--- src/rtl/adc_scheduler.sv ---
// adc_scheduler: round-robin conversion scheduler for a 4-channel ADC front end.
// The scheduler grants one pending channel and selects it on the analog mux. It
// waits for the mux to settle and then starts a conversion. When the result
// arrives, or the wait times out, it acks the channel.
//
// Ports:
//   clk            clock, rising edge
//   rstn           synchronous active-low reset
//   req_i[3:0]     per-channel request levels, held until matching ack
//   ack_o[3:0]     one-hot completion pulse
//   result_o[7:0]  conversion result, non-zero only in the ack cycle
//   err_o          timeout flag, only in the ack cycle
//   mux_sel_o[1:0] analog mux channel select
//   adc_restart_o  one-cycle conversion start pulse
//   adc_busy_i     ADC controller busy
//   adc_valid_i    ADC controller result valid
//   adc_count_i    ADC controller result
//   sched_busy_o   high whenever the scheduler is not idle
//
// Optional feature: define ADC_SCHEDULER_OVERSAMPLE_EN to run four conversions
// per grant. The reported result is then the average of the four.
module adc_scheduler #(
    parameter int unsigned SETTLE_CYCLES  = 4,
    parameter int unsigned TIMEOUT_CYCLES = 300
) (
    input  logic       clk,
    input  logic       rstn,
    input  logic [3:0] req_i,
    output logic [3:0] ack_o,
    output logic [7:0] result_o,
    output logic       err_o,
    output logic [1:0] mux_sel_o,
    output logic       adc_restart_o,
    input  logic       adc_busy_i,
    input  logic       adc_valid_i,
    input  logic [7:0] adc_count_i,
    output logic       sched_busy_o
);

    localparam logic [9:0] SettleLast  = 10'(SETTLE_CYCLES - 1);
    localparam logic [9:0] TimeoutLast = 10'(TIMEOUT_CYCLES - 1);

    typedef enum logic [2:0] {
        StIdle,
        StSelect,
        StStart,
        StWait,
        StCapture,
        StAck
    } state_e;

    state_e      state_q, state_d;
    logic [1:0]  rr_q, rr_d;
    logic [1:0]  mux_q, mux_d;      // doubles as the granted channel
    logic [9:0]  cnt_q, cnt_d;      // settle counter in SELECT, timeout counter in WAIT
    logic [7:0]  count_q, count_d;
    logic [7:0]  result_q, result_d;
    logic        err_q, err_d;
    logic        drop_q, drop_d;    // req of the granted channel fell during the operation
    logic        mask_q, mask_d;    // block regrant of the just-acked channel for one cycle
    logic        restart_c;

`ifdef ADC_SCHEDULER_OVERSAMPLE_EN
    logic [1:0]  pass_q, pass_d;
    logic [9:0]  acc_q, acc_d;
    logic [9:0]  acc_sum;
    assign acc_sum = acc_q + {2'b00, count_q};
`endif

    // Round-robin arbitration: rotate the eligible vector so rr_q sits at bit 0,
    // take the lowest set bit, then rotate the offset back.
    logic [3:0] mask_vec;
    logic [3:0] elig;
    logic [7:0] elig2;
    logic [3:0] rot;
    logic       grant_vld;
    logic [1:0] grant_off;
    logic [1:0] grant_ch;

    always_comb begin
        mask_vec  = mask_q ? (4'b0001 << mux_q) : 4'b0000;
        elig      = req_i & ~mask_vec;
        elig2     = {elig, elig};
        rot       = elig2[rr_q +: 4];
        grant_vld = |rot;
        grant_off = 2'd0;
        if (rot[0]) begin
            grant_off = 2'd0;
        end else if (rot[1]) begin
            grant_off = 2'd1;
        end else if (rot[2]) begin
            grant_off = 2'd2;
        end else if (rot[3]) begin
            grant_off = 2'd3;
        end
        grant_ch = rr_q + grant_off;
    end

    always_comb begin
        state_d   = state_q;
        rr_d      = rr_q;
        mux_d     = mux_q;
        cnt_d     = cnt_q;
        count_d   = count_q;
        result_d  = result_q;
        err_d     = err_q;
        drop_d    = drop_q;
        mask_d    = 1'b0;
        restart_c = 1'b0;
`ifdef ADC_SCHEDULER_OVERSAMPLE_EN
        pass_d    = pass_q;
        acc_d     = acc_q;
`endif

        if (state_q != StIdle && !req_i[mux_q]) begin
            drop_d = 1'b1;
        end

        case (state_q)
            StIdle: begin
                cnt_d = 10'd0;
                if (grant_vld) begin
                    mux_d    = grant_ch;
                    rr_d     = grant_ch + 2'd1;
                    drop_d   = 1'b0;
                    err_d    = 1'b0;
                    result_d = 8'h00;
`ifdef ADC_SCHEDULER_OVERSAMPLE_EN
                    pass_d   = 2'd0;
                    acc_d    = 10'd0;
`endif
                    state_d  = StSelect;
                end
            end
            StSelect: begin
                if (cnt_q == SettleLast) begin
                    cnt_d   = 10'd0;
                    state_d = StStart;
                end else begin
                    cnt_d = cnt_q + 10'd1;
                end
            end
            StStart: begin
                if (!adc_busy_i) begin
                    restart_c = 1'b1;
                    cnt_d     = 10'd0;
                    state_d   = StWait;
                end
            end
            StWait: begin
                if (adc_valid_i) begin
                    count_d = adc_count_i;
                    state_d = StCapture;
                end else if (cnt_q == TimeoutLast) begin
                    err_d    = 1'b1;
                    result_d = 8'h00;
                    state_d  = StAck;
                end else begin
                    cnt_d = cnt_q + 10'd1;
                end
            end
            StCapture: begin
`ifdef ADC_SCHEDULER_OVERSAMPLE_EN
                if (pass_q == 2'd3) begin
                    result_d = acc_sum[9:2];
                    state_d  = StAck;
                end else begin
                    acc_d   = acc_sum;
                    pass_d  = pass_q + 2'd1;
                    state_d = StStart;
                end
`else
                result_d = count_q;
                state_d  = StAck;
`endif
            end
            StAck: begin
                mask_d  = 1'b1;
                state_d = StIdle;
            end
            default: begin
                state_d = StIdle;
            end
        endcase
    end

    always_ff @(posedge clk) begin
        if (!rstn) begin
            state_q  <= StIdle;
            rr_q     <= 2'd0;
            mux_q    <= 2'd0;
            cnt_q    <= 10'd0;
            count_q  <= 8'h00;
            result_q <= 8'h00;
            err_q    <= 1'b0;
            drop_q   <= 1'b0;
            mask_q   <= 1'b0;
`ifdef ADC_SCHEDULER_OVERSAMPLE_EN
            pass_q   <= 2'd0;
            acc_q    <= 10'd0;
`endif
        end else begin
            state_q  <= state_d;
            rr_q     <= rr_d;
            mux_q    <= mux_d;
            cnt_q    <= cnt_d;
            count_q  <= count_d;
            result_q <= result_d;
            err_q    <= err_d;
            drop_q   <= drop_d;
            mask_q   <= mask_d;
`ifdef ADC_SCHEDULER_OVERSAMPLE_EN
            pass_q   <= pass_d;
            acc_q    <= acc_d;
`endif
        end
    end

    // Outputs are forced low while rstn is asserted, so nothing leaks out of an
    // aborted operation during the reset cycle itself.
    logic ack_fire;
    assign ack_fire      = rstn && (state_q == StAck) && !drop_q && req_i[mux_q];
    assign ack_o         = ack_fire ? (4'b0001 << mux_q) : 4'b0000;
    assign result_o      = ack_fire ? result_q : 8'h00;
    assign err_o         = ack_fire & err_q;
    assign mux_sel_o     = rstn ? mux_q : 2'd0;
    assign adc_restart_o = rstn & restart_c;
    assign sched_busy_o  = rstn && (state_q != StIdle);

endmodule

--- config.mk ---
export PLATFORM = sky130hd
export DESIGN_NAME = adc_scheduler
export DESIGN_NICKNAME = d
export VERILOG_FILES = /design/src/rtl/adc_scheduler.sv
export SDC_FILE = /design/constraint.sdc
export NUM_CORES = 1
export LEC_CHECK = 0
export CAP_MARGIN = 20
export CORE_MARGIN = 5
export CORE_UTILIZATION = 55
export CTS_BUF_LIST = sky130_fd_sc_hd__clkbuf_2
export DETAILED_ROUTE_END_ITERATION = 10
export PLACE_DENSITY = 0.82
export RECOVER_POWER = 50
export SYNTH_ARGS = -nofsm -noshare
export SYNTH_HDL_FRONTEND = slang
export SYNTH_SLANG_ARGS = --single-unit
--- constraint.sdc ---
create_clock -name clk -period 7.2 [get_ports clk]
set_input_delay 0.72 -clock clk [delete_from_list [all_inputs] [get_ports clk]]
set_output_delay 0.72 -clock clk [all_outputs]
set_load 0.05 [all_outputs]
==> results of run 1 <==
## worst reg2reg max path, cell delays in order (launching register included)
cell       delay (ns)
dfxtp_1          0.45
and3_1           0.21
o32ai_1          0.48
nor2_1           0.15
a2bb2oi_1        0.15
o21ai_0          0.19
ha_1             0.29
xor2_1           0.29
nor2_1           0.09
a221oi_1         0.25
nand3_1          0.10
## layout by cell type, fill, tap and decap left out, types with 4 or more instances in the layout
master           count
xor2_1              10
nor2_1              24
inv_1                8
nand4_1             11
a21oi_1             20
clkbuf_2             6
nand3_1             12
and3_1               6
nand2_1             33
dfxtp_1             36
nor3_1               7
mux2i_1              4
and2_1              10
clkdlybuf4s50_1     29
a32oi_1              8
## cells by family after synthesis
kind of cell             count (synthesis)  synth area share, %
flip-flops                              36                 35.6
buffers and inverters                   24                 5.37
multiplexers                             6                 3.64
AO/OA/AOI/OAI                           50                 17.2
adder cells (fa/ha/maj)                  2                 1.23
XOR/XNOR                                11                 4.75
AND/OR/NAND/NOR                        125                 32.2
## area by class of cell
class                           count  area (sq um)
Clock buffer                        5          25.0
Clock inverter                      3          18.8
Fill cell                         310          1220
Inverter                            9          33.8
Multi-Input combinational cell    194          1190
Sequential cell                    36           721
Tap cell                           48          60.1
Timing Repair Buffer               34           329
## metal layers
metal	track usage (%)	share of wire [%]	up-vias
met5	0	0	-
met4	8.14	1.8	0
met3	4.12	5.0	7
met2	28.6	45	46
met1	24.1	49	914
li1	-	-	977
## per-stage QoR
step / utilization, % / std cells / hold WS (ns) / instance area (sq um)
floorplan: - / 254 / 0.436 / 2030
global placement: 64.9 / 320 / 0.455 / 2340
detailed placement: 64.9 / 320 / 0.458 / 2340
CTS: 66.1 / 328 / 0.481 / 2380
global route: 66.0 / 329 / 0.504 / 2380
finish: 66.0 / 329 / 0.482 / 2380
## worst paths after layout
| check | start | to | slack, ns | depth (start not counted) |
|---|---|---|---|---|
| max | rstn | result_o[2] | 2.92 | 6 |
| min | count_q[0]$_SDFFE_PN0P_ | count_q[0]$_SDFFE_PN0P_ | 0.48 | 2 |
| max reg2reg | mux_q[0]$_SDFFE_PN0P_ | rr_q[1]$_SDFFE_PN0P_ | 4.46 | 10 |
| min reg2reg | count_q[0]$_SDFFE_PN0P_ | count_q[0]$_SDFFE_PN0P_ | 0.48 | 2 |
## sequential cells by signal (all words and copies together) (netlist names)
register / flops
cnt_q: 10
count_q: 8
drop_q: 1
err_q: 1
mask_q: 1
mux_q: 2
result_q: 8
rr_q: 2
state_q: 3
## where the power goes
part	switching [mW]	internal, mW
Combinational	0.0865	0.0672
Sequential	0.0292	0.212
Clock	0.0703	0.0235
==> flow_summary.toml, run 1 <==
[layout]
area_growth_pct = 17.5
nets = 298
diodes = 0
layout-drive-gt1-share_pct = 5.69

[logic_synthesis]
postSynthNetCount = 272
ys_top_cells_by_count = "dfxtp_1 (36), nand2_1 (33), nor2_1 (24), a21oi_1 (20), nand3_1 (12)"
synthCells = 254
yosysTopAreaCell = "dfxtp_1"
async_flop_share_pct = 0
yosysSeqAreaShare_pct = 35.6
synthTopCellsByArea = "dfxtp_1 (36%), nand2_1 (6.1%), a21oi_1 (4.9%), nor2_1 (4.4%), xor2_1 (4.3%)"
synth_seq_cells = 36
synth_flop_cell = "dfxtp_1"
yosys_warnings = 0
syn_area_per_cell_sq_um = 7.98
yosysUniqueCellTypes = 50
syn_area_sq_um = 2030
yosysMostFrequentCell = "dfxtp_1"
synth_top_area_share_pct = 35.6
synth_edf_count = 0

[cts]
clock-sinks = 36
cts_root_buffer = "clkbuf_2"
cts_made_buffers = 5
cts_tree = "yes"
htreeDepth = 2
cts_resized = 0
hold_buffers = 0
clkLatencyLatePin_ns = 0.39
cts.clk_slew.worst_paths_ns = 0.20
clockBufferDepth = 2
post_cts_buffers = 0

[hold_path]
hold_path_class = "reg2reg"

[global_route]
gr-total-overflow = 0
grt_pass1_wl_mm = 7.59
grt_usage_pct = 18.3
antenna_found_initial = 0
grt_pass1_vias = 1718
grt_max_degree = 24

[run]
max_cap_violations = 0

[setup_path]
required_ns = 6.48
crit_path_max_incr_delay_ns = 0.84
crit_type = "in2out"
path_buf_inv = 3
critical-path-slowest-cell = "dlygate4sd3_1"
worstPathArrival_ns = 3.56
cp_max_fo = 14
cp-end-kind = "output port"
cp-start-kind = "primary input"
crit_path_cell_trace = "dlygate4sd3_1, nand4b_1, nor3b_1, clkbuf_2, and2_1, clkdlybuf4s50_1"
path_delay_family = "buffers and inverters"

[floorplan]
row_count = 22
die_area_sq_um = 5000
io_pins = 33
die_y_um = 70.7
initial_utilization_pct = 56.2
coreArea_sq_um = 3610
fp.dieW_um = 70.7

[routing]
drt_iter0_markers = 179
vias = 1944
firstDrtPassIters = 4
post-route-drc-count = 0
ant_nets = 0
wl_mm = 4.52
viasPerCell = 5.91
wl_per_cell_um = 13.7

[sta]
relSlewSlack_pct = 23.1
maxSlewViolCount = 0
setup_ws_ns = 2.92
tns_ns = 0
fin_crit_sh_pct = 59.4
worst_pin_slew_ns = 1.14
final.min_clock_period_ns = 4.28
rsz0062_at_grt = "false"
clock-skew-final_ns = 0.0206
fmax_mhz = 234
setup_viol = 0
finalHoldViolCount = 0

[placement]
place_ws_ns = 2.78
dp_hpwl_mm = 3.20
gp_congestion = 0.820
portBuffers = 32

[power]
finalPower_mw = 0.489
power.density_nw_per_um2 = 205
leakage_nw = 0.876
vdd_ir_drop_max_uv = 107

[status]
status = "finished clean"
Note: power is estimated with default switching activity, not from simulation.
==> inputs of run 2 (changes only) <==
Clock period 7.2 ns to 4.2 ns, I/O delays scaled along.
==> run 2 against run 1 <==
Register-to-register slack got worse by 3.0 ns. Setup slack got worse by 1.9 ns. Sequential share of layout area fell by 0.52 points. Cell count rose by 0.61%. Clock power rose by 140%. Clock skew fell by 0.0043 ns. Critical path depth fell by 1. First-iteration DRC count fell by 9.5%. Utilization rose by 1.1 points. Die area did not move. Cell area rose by 1.7%.
==> flow_summary.toml, run 2 (synthesized netlist as in run 1, its figures left out) <==
[cts]
clockBufferDepth = 2
htreeDepth = 2
clkLatencyLatePin_ns = 0.41
cts.clk_slew.worst_paths_ns = 0.19
hold_buffers = 0
cts_made_buffers = 5
cts_resized = 0
post_cts_buffers = 0
cts_tree = "yes"
cts_root_buffer = "clkbuf_2"
clock-sinks = 36

[setup_path]
required_ns = 3.78
reg2reg_depth = 10
cp-start-kind = "flop"
crit_type = "reg2out"
cp-end-kind = "output port"
cp_max_fo = 13
worstPathArrival_ns = 2.75

[sta]
finalHoldViolCount = 0
final.min_clock_period_ns = 3.17
tns_ns = 0
fin_crit_sh_pct = 75.6
setup_ws_ns = 1.03
setup_viol = 0
maxSlewViolCount = 0
relSlewSlack_pct = 27.4
worst_pin_slew_ns = 1.08
fmax_mhz = 315
rsz0062_at_grt = "false"
clock-skew-final_ns = 0.0163

[global_route]
grt_usage_pct = 18.3
gr-total-overflow = 0
grt_pass1_vias = 1698
antenna_found_initial = 0
grt_max_degree = 23
grt_pass1_wl_mm = 7.58

[layout]
diodes = 0
layout-drive-gt1-share_pct = 6.36
layout_common_cells = "dfxtp_1 (36), nand2_1 (33), clkdlybuf4s50_1 (32)"
nFillCells = 320
area_growth_pct = 19.5
fin_area_sq_um = 2420
reg_top3 = "cnt_q x10, count_q x8, result_q x8"
top_register = "cnt_q"
final_common_cell = "dfxtp_1"
nets = 300
largest_reg_flops = 10

[power]
power.density_nw_per_um2 = 374
vdd_ir_drop_max_uv = 260
leakage_nw = 0.892

[placement]
portBuffers = 32
place_ws_ns = 1.12
dp_hpwl_mm = 3.15
dpl-instance-area_sq_um = 2360
gp_congestion = 0.829

[floorplan]
row_count = 22
coreArea_sq_um = 3610
initial_utilization_pct = 56.2
io_pins = 33
die_area_sq_um = 5000
fp.dieW_um = 70.7
die_y_um = 70.7

[hold_path]
hold_path_class = "reg2reg"
hold_depth = 2

[routing]
viasPerCell = 5.77
wl_mm = 4.51
firstDrtPassIters = 4
post-route-drc-count = 0
wl_per_cell_um = 13.6
vias = 1910
drt_iter0_markers = 162
ant_nets = 0

[status]
status = "finished clean"

[run]
max_cap_violations = 0
-- run 2: final timing paths --
kind,from,end,slack [ns]
worst min-delay path,count_q[6]$_SDFFE_PN0P_,count_q[6]$_SDFFE_PN0P_,0.49
worst max-delay path,mux_q[1]$_SDFFE_PN0P_,ack_o[3],1.03
worst max register to register,mux_q[0]$_SDFFE_PN0P_,rr_q[1]$_SDFFE_PN0P_,1.45
worst min register to register,count_q[6]$_SDFFE_PN0P_,count_q[6]$_SDFFE_PN0P_,0.49
-- run 2: cell type report --
type	instances	area, sq um	share of cell area (%)
Clock buffer	5	25.0	1.03
Clock inverter	3	42.5	1.76
Inverter	9	33.8	1.39
Multi-Input combinational cell	194	1190	49.3
Sequential cell	36	721	29.8
Tap cell	48	60.1	2.48
Timing Repair Buffer	36	347	14.3
-- run 2: routing by layer --
metal / up-vias / track usage (%) / share of wire [%]
met5: - / 0 / 0
li1: 979 / - / -
met3: 5 / 4.83 / 5.5
met1: 881 / 24.5 / 48
met2: 45 / 29.1 / 45
met4: 0 / 5.01 / 1.2
-- run 2: where the power goes --
group | internal [mW] | total [mW] | switching, mW | leakage, nW
Clock | 0.0994 | 0.222 | 0.123 | 0.0390
Combinational | 0.117 | 0.270 | 0.153 | 0.562
Sequential | 0.364 | 0.413 | 0.0489 | 0.291
-- run 2: critical path, cell delays in order (launching register included) --
cell and delay, ns:
dfxtp_1 0.56, mux4_2 0.59, nor3b_1 0.16, buf_4 0.17
and3_1 0.18, clkdlybuf4s50_1 0.69
-- run 2: stage by stage --
stage	hold slack (ns)	util, %	std cells	total power, mW
2_1_floorplan	0.436	-	254	0.624
3_3_place_gp	0.455	65.5	323	0.681
3_5_place_dp	0.464	65.5	323	0.686
4_1_cts	0.487	67.4	331	0.908
5_1_grt	0.509	67.2	331	0.959
6_report	0.486	67.2	331	0.905
